==> src/rtl/secded_pkg.sv <==
// Shared types and codeword helpers for the SECDED shift register.
package secded_pkg;

    localparam int unsigned MAX_W  = 32;
    localparam int unsigned MAX_P  = 6;
    localparam int unsigned MAX_CW = MAX_W + MAX_P + 1;
    localparam int unsigned CW_IW  = 6;
    localparam int unsigned D_IW   = 5;

    typedef enum logic [1:0] {
        ST_NORMAL = 2'd0,
        ST_SCRUB  = 2'd1,
        ST_HALT   = 2'd2
    } state_t;

    // Smallest P with 2^P >= width + P + 1
    function automatic int unsigned calc_p(input int unsigned width);
        int unsigned p;
        p = 0;
        for (int unsigned k = 1; k <= MAX_P; k++) begin
            if (p == 0 && (32'd1 << k) >= width + k + 1) p = k;
        end
        return p;
    endfunction

    function automatic int unsigned calc_cw(input int unsigned width);
        return width + calc_p(width) + 1;
    endfunction

    // Codeword position of data bit idx: the idx-th non-power-of-two position >= 1
    function automatic int unsigned data_pos(input int unsigned idx);
        int unsigned n;
        int unsigned res;
        n   = 0;
        res = 0;
        for (int unsigned p = 1; p < MAX_CW; p++) begin
            if ((p & (p - 1)) != 0) begin
                if (n == idx) res = p;
                n++;
            end
        end
        return res;
    endfunction

    // Extended Hamming encode; bits above the real codeword width stay zero
    function automatic logic [MAX_CW-1:0] encode(input logic [MAX_W-1:0] data,
                                                 input int unsigned width);
        logic [MAX_CW-1:0] cw;
        logic              par;
        cw = '0;
        for (int unsigned i = 0; i < MAX_W; i++) begin
            if (i < width) cw[CW_IW'(data_pos(i))] = data[D_IW'(i)];
        end
        for (int unsigned k = 0; k < MAX_P; k++) begin
            par = 1'b0;
            for (int unsigned j = 1; j < MAX_CW; j++) begin
                if (((j >> k) & 32'd1) != 0) par = par ^ cw[CW_IW'(j)];
            end
            cw[CW_IW'(32'd1 << k)] = par;
        end
        cw[0] = ^cw[MAX_CW-1:1];
        return cw;
    endfunction

    // Pull the data bits back out of a codeword
    function automatic logic [MAX_W-1:0] extract(input logic [MAX_CW-1:0] cw,
                                                 input int unsigned width);
        logic [MAX_W-1:0] d;
        d = '0;
        for (int unsigned i = 0; i < MAX_W; i++) begin
            if (i < width) d[D_IW'(i)] = cw[CW_IW'(data_pos(i))];
        end
        return d;
    endfunction

endpackage

==> src/rtl/secded_if.sv <==
// Control/data bundle between the shift register and its user.
interface secded_if import secded_pkg::*; #(
    parameter  int unsigned WIDTH = 8,
    parameter  int unsigned CNT_W = 8,
    localparam int unsigned CW    = calc_cw(WIDTH)
);
    logic             enable;
    logic [1:0]       mode;
    logic             load;
    logic             serial_in;
    logic [WIDTH-1:0] parallel_in;
    logic [CW-1:0]    inject_mask;
    logic             clr_err;
    logic             serial_out;
    logic [WIDTH-1:0] parallel_out;
    logic             err_single;
    logic             err_double;
    logic [CNT_W-1:0] err_count;

    modport master (
        output enable, mode, load, serial_in, parallel_in, inject_mask, clr_err,
        input  serial_out, parallel_out, err_single, err_double, err_count
    );

    modport slave (
        input  enable, mode, load, serial_in, parallel_in, inject_mask, clr_err,
        output serial_out, parallel_out, err_single, err_double, err_count
    );
endinterface

==> src/rtl/secded_syndrome.sv <==
// Hamming syndrome and overall parity of a stored codeword.
module secded_syndrome import secded_pkg::*; #(
    parameter  int unsigned WIDTH = 8,
    localparam int unsigned P     = calc_p(WIDTH),
    localparam int unsigned CW    = calc_cw(WIDTH)
) (
    input  logic [CW-1:0] cw,
    output logic [P-1:0]  syndrome,
    output logic          q
);
    localparam int unsigned IW = $clog2(CW);

    // XOR of the indices of all set bits above bit 0, plus full-word parity
    always_comb begin
        syndrome = '0;
        for (int unsigned i = 1; i < CW; i++) begin
            if (cw[IW'(i)]) syndrome = syndrome ^ P'(i);
        end
        q = ^cw;
    end
endmodule

==> src/rtl/secded_shift_reg.sv <==
// Shift register held as an extended Hamming codeword with scrub and halt.
module secded_shift_reg import secded_pkg::*; #(
    parameter int unsigned WIDTH = 8,
    parameter int unsigned CNT_W = 8
) (
    input logic     clk,
    input logic     rst,
    secded_if.slave bus
);
    localparam int unsigned P  = calc_p(WIDTH);
    localparam int unsigned CW = calc_cw(WIDTH);

    state_t           state_q;
    state_t           state_d;
    logic [CW-1:0]    cw_q;
    logic [CW-1:0]    corr_cw;
    logic [CW-1:0]    enc_next;
    logic [CW-1:0]    wr_cw;
    logic [P-1:0]     syndrome;
    logic             q;
    logic             single_err;
    logic             double_err;
    logic [WIDTH-1:0] raw_d;
    logic [WIDTH-1:0] corr_d;
    logic [WIDTH-1:0] next_d;
    logic             halt_load;
    logic             wr_en;
    logic             cnt_inc;
    logic             set_double;
    logic             err_double_q;
    logic [CNT_W-1:0] err_count_q;

    secded_syndrome #(.WIDTH(WIDTH)) u_syndrome (
        .cw       (cw_q),
        .syndrome (syndrome),
        .q        (q)
    );

    // Classify the stored word and build its corrected form
    always_comb begin
        single_err = q;
        double_err = (syndrome != '0) && !q;
        corr_cw    = single_err ? (cw_q ^ (CW'(1) << syndrome)) : cw_q;
        raw_d      = WIDTH'(extract(MAX_CW'(cw_q), WIDTH));
        corr_d     = WIDTH'(extract(MAX_CW'(corr_cw), WIDTH));
    end

    // Next data word per mode; always derived from corrected data
    always_comb begin
        next_d = corr_d;
        case (bus.mode)
            2'b00:   next_d = {bus.serial_in, corr_d[WIDTH-1:1]};
            2'b01:   next_d = {corr_d[WIDTH-2:0], bus.serial_in};
            2'b10:   next_d = bus.load ? bus.parallel_in : {1'b0, corr_d[WIDTH-1:1]};
            default: next_d = bus.load ? bus.parallel_in : corr_d;
        endcase
    end

    assign enc_next  = CW'(encode(MAX_W'(next_d), WIDTH));
    assign halt_load = bus.enable && bus.load && bus.mode[1];

    // State register
    always_ff @(posedge clk) begin
        if (!rst) state_q <= ST_NORMAL;
        else      state_q <= state_d;
    end

    // Next-state logic
    always_comb begin
        state_d = state_q;
        case (state_q)
            ST_NORMAL: begin
                if (double_err)                      state_d = ST_HALT;
                else if (!bus.enable && single_err)  state_d = ST_SCRUB;
            end
            ST_SCRUB: state_d = double_err ? ST_HALT : ST_NORMAL;
            ST_HALT:  if (bus.clr_err || halt_load) state_d = ST_NORMAL;
            default:  state_d = ST_NORMAL;
        endcase
    end

    // Per-state write, count and error-flag controls
    always_comb begin
        wr_en      = 1'b0;
        wr_cw      = cw_q;
        cnt_inc    = 1'b0;
        set_double = 1'b0;
        case (state_q)
            ST_NORMAL: begin
                if (double_err) begin
                    set_double = 1'b1;
                end else if (bus.enable) begin
                    wr_en   = 1'b1;
                    wr_cw   = enc_next ^ bus.inject_mask;
                    cnt_inc = single_err;
                end
            end
            ST_SCRUB: begin
                if (double_err) begin
                    set_double = 1'b1;
                end else begin
                    wr_en   = 1'b1;
                    wr_cw   = (bus.enable ? enc_next : corr_cw) ^ bus.inject_mask;
                    cnt_inc = single_err;
                end
            end
            ST_HALT: begin
                if (halt_load) begin
                    wr_en = 1'b1;
                    wr_cw = enc_next ^ bus.inject_mask;
                end
            end
            default: ;
        endcase
    end

    // Codeword storage; all-zero is the valid encoding of data 0
    always_ff @(posedge clk) begin
        if (!rst)       cw_q <= '0;
        else if (wr_en) cw_q <= wr_cw;
    end

    // Sticky double-error flag; a fresh detection outranks clr_err
    always_ff @(posedge clk) begin
        if (!rst)             err_double_q <= 1'b0;
        else if (set_double)  err_double_q <= 1'b1;
        else if (bus.clr_err) err_double_q <= 1'b0;
    end

    // Saturating corrected-error counter; clr_err outranks increment
    always_ff @(posedge clk) begin
        if (!rst)                              err_count_q <= '0;
        else if (bus.clr_err)                  err_count_q <= '0;
        else if (cnt_inc && err_count_q != '1) err_count_q <= err_count_q + CNT_W'(1);
    end

    assign bus.parallel_out = (state_q == ST_HALT) ? raw_d : corr_d;
    assign bus.serial_out   = (state_q == ST_HALT) ? 1'b0
                            : (bus.mode[0] ? corr_d[WIDTH-1] : corr_d[0]);
    assign bus.err_single   = single_err;
    assign bus.err_double   = err_double_q;
    assign bus.err_count    = err_count_q;

endmodule
==> src/flat_wrapper.sv <==
// flat-port wrapper written by rule: the top's interface ports become plain ports
module secded_shift_reg_flat import secded_pkg::*;
#(
    parameter int unsigned WIDTH = 8,
    parameter int unsigned CNT_W = 8
)
  (clk, rst, bus_enable, bus_mode, bus_load, bus_serial_in, bus_parallel_in, bus_inject_mask, bus_clr_err, bus_serial_out, bus_parallel_out, bus_err_single, bus_err_double, bus_err_count);
  secded_if #(.WIDTH(WIDTH), .CNT_W(CNT_W)) bus_i ();
  input logic clk;
  input logic rst;
  input wire logic [$bits(bus_i.enable)-1:0] bus_enable;
  input wire logic [$bits(bus_i.mode)-1:0] bus_mode;
  input wire logic [$bits(bus_i.load)-1:0] bus_load;
  input wire logic [$bits(bus_i.serial_in)-1:0] bus_serial_in;
  input wire logic [$bits(bus_i.parallel_in)-1:0] bus_parallel_in;
  input wire logic [$bits(bus_i.inject_mask)-1:0] bus_inject_mask;
  input wire logic [$bits(bus_i.clr_err)-1:0] bus_clr_err;
  output wire logic [$bits(bus_i.serial_out)-1:0] bus_serial_out;
  output wire logic [$bits(bus_i.parallel_out)-1:0] bus_parallel_out;
  output wire logic [$bits(bus_i.err_single)-1:0] bus_err_single;
  output wire logic [$bits(bus_i.err_double)-1:0] bus_err_double;
  output wire logic [$bits(bus_i.err_count)-1:0] bus_err_count;
  assign bus_i.enable = bus_enable;
  assign bus_i.mode = bus_mode;
  assign bus_i.load = bus_load;
  assign bus_i.serial_in = bus_serial_in;
  assign bus_i.parallel_in = bus_parallel_in;
  assign bus_i.inject_mask = bus_inject_mask;
  assign bus_i.clr_err = bus_clr_err;
  assign bus_serial_out = bus_i.serial_out;
  assign bus_parallel_out = bus_i.parallel_out;
  assign bus_err_single = bus_i.err_single;
  assign bus_err_double = bus_i.err_double;
  assign bus_err_count = bus_i.err_count;
  secded_shift_reg #(.WIDTH(WIDTH), .CNT_W(CNT_W)) u_core (.clk(clk), .rst(rst), .bus(bus_i));
endmodule
==> config.mk <==
export PLATFORM = sky130hd
export DESIGN_NAME = secded_shift_reg_flat
export DESIGN_NICKNAME = d
export VERILOG_FILES = /design/src/rtl/secded_pkg.sv /design/src/rtl/secded_if.sv /design/src/rtl/secded_syndrome.sv /design/src/rtl/secded_shift_reg.sv /design/src/flat_wrapper.sv
export SDC_FILE = /design/constraint.sdc
export NUM_CORES = 1
export LEC_CHECK = 0
export ABC_AREA = 1
export CAP_MARGIN = 20
export CELL_PAD_IN_SITES_DETAIL_PLACEMENT = 0
export CELL_PAD_IN_SITES_GLOBAL_PLACEMENT = 2
export CORE_MARGIN = 2
export CORE_UTILIZATION = 29
export DETAILED_ROUTE_END_ITERATION = 10
export GPL_TIMING_DRIVEN = 0
export PLACE_DENSITY_LB_ADDON = 0.3
export SETUP_SLACK_MARGIN = 0.5
export SYNTH_ARGS = -nofsm -noshare
export SYNTH_HDL_FRONTEND = slang
export SYNTH_HIERARCHICAL = 1
export SYNTH_SLANG_ARGS = --single-unit
==> constraint.sdc <==
create_clock -name clk -period 8.13 [get_ports clk]
set_clock_uncertainty 0.05 [all_clocks]
set_input_delay 1.2195 -clock clk [delete_from_list [all_inputs] [get_ports clk]]
set_output_delay 1.2195 -clock clk [all_outputs]
set_load 0.02 [all_outputs]
==> impl_metrics.toml <==
[status]
status = "finished, final reports clean"

[critical_path]
cp-start-kind = "flop"
critical-path-slowest-cell = "clkdlybuf4s50_1"
required_ns = 6.86
worstPathCellList = "inv_2 > nand2_1 > nand2_2 > xnor2_2 > xor2_1 > nand2_1 > nor2_1 > nand3_1 > nand2_1 > nand2_1 > o21ai_0 > clkdlybuf4s50_1"
critPathCaptureType = "output port"
worstPathArrival_ns = 3.20
crit_family = "simple AND/OR/NAND/NOR gates"
critPathMostFrequentCell = "nand2_1"
cp_slowest_stage_delay_ns = 0.64
crit_type = "flop to output port"
crit_path_max_fanout = 7
path_buf_inv = 2

[place]
gp_congestion = 0.888
pre_cts_slack_ns = 3.98
dp_hpwl_um = 7530
port_buffers = 47
place_inst = 693

[clock_tree]
path_clk_slew_ns = 0.10
postCtsResizedCells = 0
clkLatencyLatePin_ns = 0.28
cts_hold_buf = 0
cts_root_buffer = "clkbuf_8"
cts-buffers-inserted = 3
htreeDepth = 1
post_cts_buffers = 0
clock_sinks = 24
cts_tree = "yes"
clockBufferDepth = 2

[finish]
multi_input_area_um2 = 1910
synthToLayoutAreaGrowth_pct = 25.5
fillers = 1079
fin_cells = 697
regArea_um2 = 480
layout.nets = 599
drive_above_1_share_pct = 8.27
antenna_cells = 0

[sta]
hold_viol = 0
tightestPinTransition_ns = 0.594
finalWorstSetupSlack_ns = 3.66
slew_headroom_pct = 60.4
rsz0062_at_grt = "no"
final-setup-viol-count = 0
fin_crit_ns = 4.47
setup_tns_ns = 0
drv_slew = 0
post-route-period-util_pct = 54.9
max_freq_ghz = 0.224

[floorplanning]
die_h_um = 102
ioPinCount = 48
start_util_pct = 29.9
die_w_um = 102
rows = 35
core_um2 = 9240
dieArea_um2 = 10300

[synthesis]
synth_compound_area_share_pct = 12.1
ys_top_cells_by_count = "nand2_1, inv_1, nand3_1, nor2_1, o21ai_0"
synth.most_common_cell = "nand2_1"
ys_seq_area_share_pct = 17.4
synth_nets = 547
ys_async_sr_fraction_pct = 0
syn_area_per_cell_um2 = 5.34
synthXorXnorAreaFrac_pct = 6.62
ys_types = 32
syn_inst = 517
yosys.area_share.simple_pct = 50.0
synth_edf_count = 0
ys.flop_type = "dfxtp_1"
synth_top_family_by_area = "simple AND/OR/NAND/NOR gates"
synth_area_um2 = 2760
ys_seq_elements = 24
ys_warn_count = 6
synth_mux_area_share_pct = 0
yosysTopAreaCell = "nand2_1"
synth-adder-area-share_pct = 0.453
synth.top_cell.area_share_pct = 24.9
ys_top_cells_by_area = "nand2_1, dfxtp_1, inv_1, nand3_1, o21ai_0"

[pwr]
p_per_area_nw_per_um2 = 365
p_leak_nw = 1.76
peakVddDrop_v = 0.000134

[detailed_routing]
drcViolationCount = 0
drtPass1Iterations = 4
vias_per_cell = 4.63
routed_wl_um = 9030
drt_iter0_markers = 204
drtAntennaViolNets = 0
via_count = 3224
post_drt_wl_per_cell_um = 13.0

[grt]
grt_first_pass_wirelength_um = 14400
antenna_found_initial = 0
grt_start_max_net_pins = 15
track_usage_pct = 17.7
grt_pass1_vias = 2920
grt-ovfl-total = 0

[job]
drv_cap = 0

[min_path]
hp-class = "flop to flop"
## registers in the layout (all words and copies together) (netlist names)
name and cells:
u_core/state_q 2, u_core/bus.err_count 8, u_core/bus.err_double 1, u_core/cw_q 13
## path summary, 6_finish.rpt
path | startpoint | end | slack, ns | cells after the start
hold / removal | u_core/bus.err_double$_SDFFE_PN0P_ | u_core/bus.err_double$_SDFFE_PN0P_ | 0.44 | 2
hold reg to reg | u_core/bus.err_double$_SDFFE_PN0P_ | u_core/bus.err_double$_SDFFE_PN0P_ | 0.44 | 2
setup reg to reg | u_core/cw_q[3]$_SDFFE_PN0P_ | u_core/cw_q[0]$_SDFFE_PN0P_ | 4.74 | 24
setup / recovery | u_core/cw_q[3]$_SDFFE_PN0P_ | bus_parallel_out[6] | 3.66 | 12
## power breakdown
| part | leakage, nW | switching, W | internal, W |
|---|---|---|---|
| registers | 0.196 | 0.0000322 | 0.000145 |
| logic | 1.53 | 0.000652 | 0.000323 |
| clock network | 0.0357 | 0.0000453 | 0.0000660 |
## worst reg2reg max path: cells and delay by family, from the launching register on
kind	cells	cell delay, ns
XOR/XNOR	2	0.57
buffers and inverters	3	0.18
flip-flops	1	0.56
AND/OR/NAND/NOR	19	1.92
## placed cells by master (no fill, tap or decap), types with 5 or more instances in the layout
| master | count |
|---|---|
| a21oi_1 | 17 |
| clkbuf_1 | 6 |
| clkdlybuf4s50_1 | 47 |
| dfxtp_1 | 24 |
| inv_1 | 82 |
| inv_2 | 5 |
| nand2_1 | 183 |
| nand2_2 | 17 |
| nand3_1 | 54 |
| nand4_1 | 6 |
| nor2_1 | 32 |
| nor2_2 | 5 |
| o211ai_1 | 8 |
| o21ai_0 | 31 |
| or2_2 | 5 |
| xnor2_1 | 5 |
| xor2_1 | 14 |
## stage by stage
step / area [µm²] / hold slack, ns / util [%] / total power (W)
after detailed placement: 3390 / 0.416 / 36.7 / 0.00116
after floorplan: 2760 / 0.474 / - / 0.000863
after CTS: 3460 / 0.448 / 37.5 / 0.00127
after global placement: 3390 / 0.400 / 36.7 / 0.00115
final: 3460 / 0.438 / 37.5 / 0.00126
after global routing: 3460 / 0.469 / 37.5 / 0.00141
## area by class of cell
type	instances	share of cell area (%)
Buffer	9	1.16
Clock buffer	3	1.19
Clock inverter	1	0.867
Inverter	88	9.54
Multi-Input combinational cell	396	55.1
Sequential cell	24	13.9
Tap cell	129	4.66
Timing Repair Buffer	47	13.6
## per-layer routing
layer	GRT usage, %	share of wire, %
met1	26.6	51
met2	28.6	43
met3	1.93	5.8
met4	0.624	0
met5	0	0
## cells by family after synthesis
| logic type | after synthesis |
|---|---|
| AND/OR/NAND/NOR | 314 |
| buffers and inverters | 97 |
| AO/OA/AOI/OAI | 61 |
| flip-flops | 24 |
| XOR/XNOR | 20 |
| adder cells (fa/ha/maj) | 1 |
No activity file was read; power rests on OpenSTA's default activity.
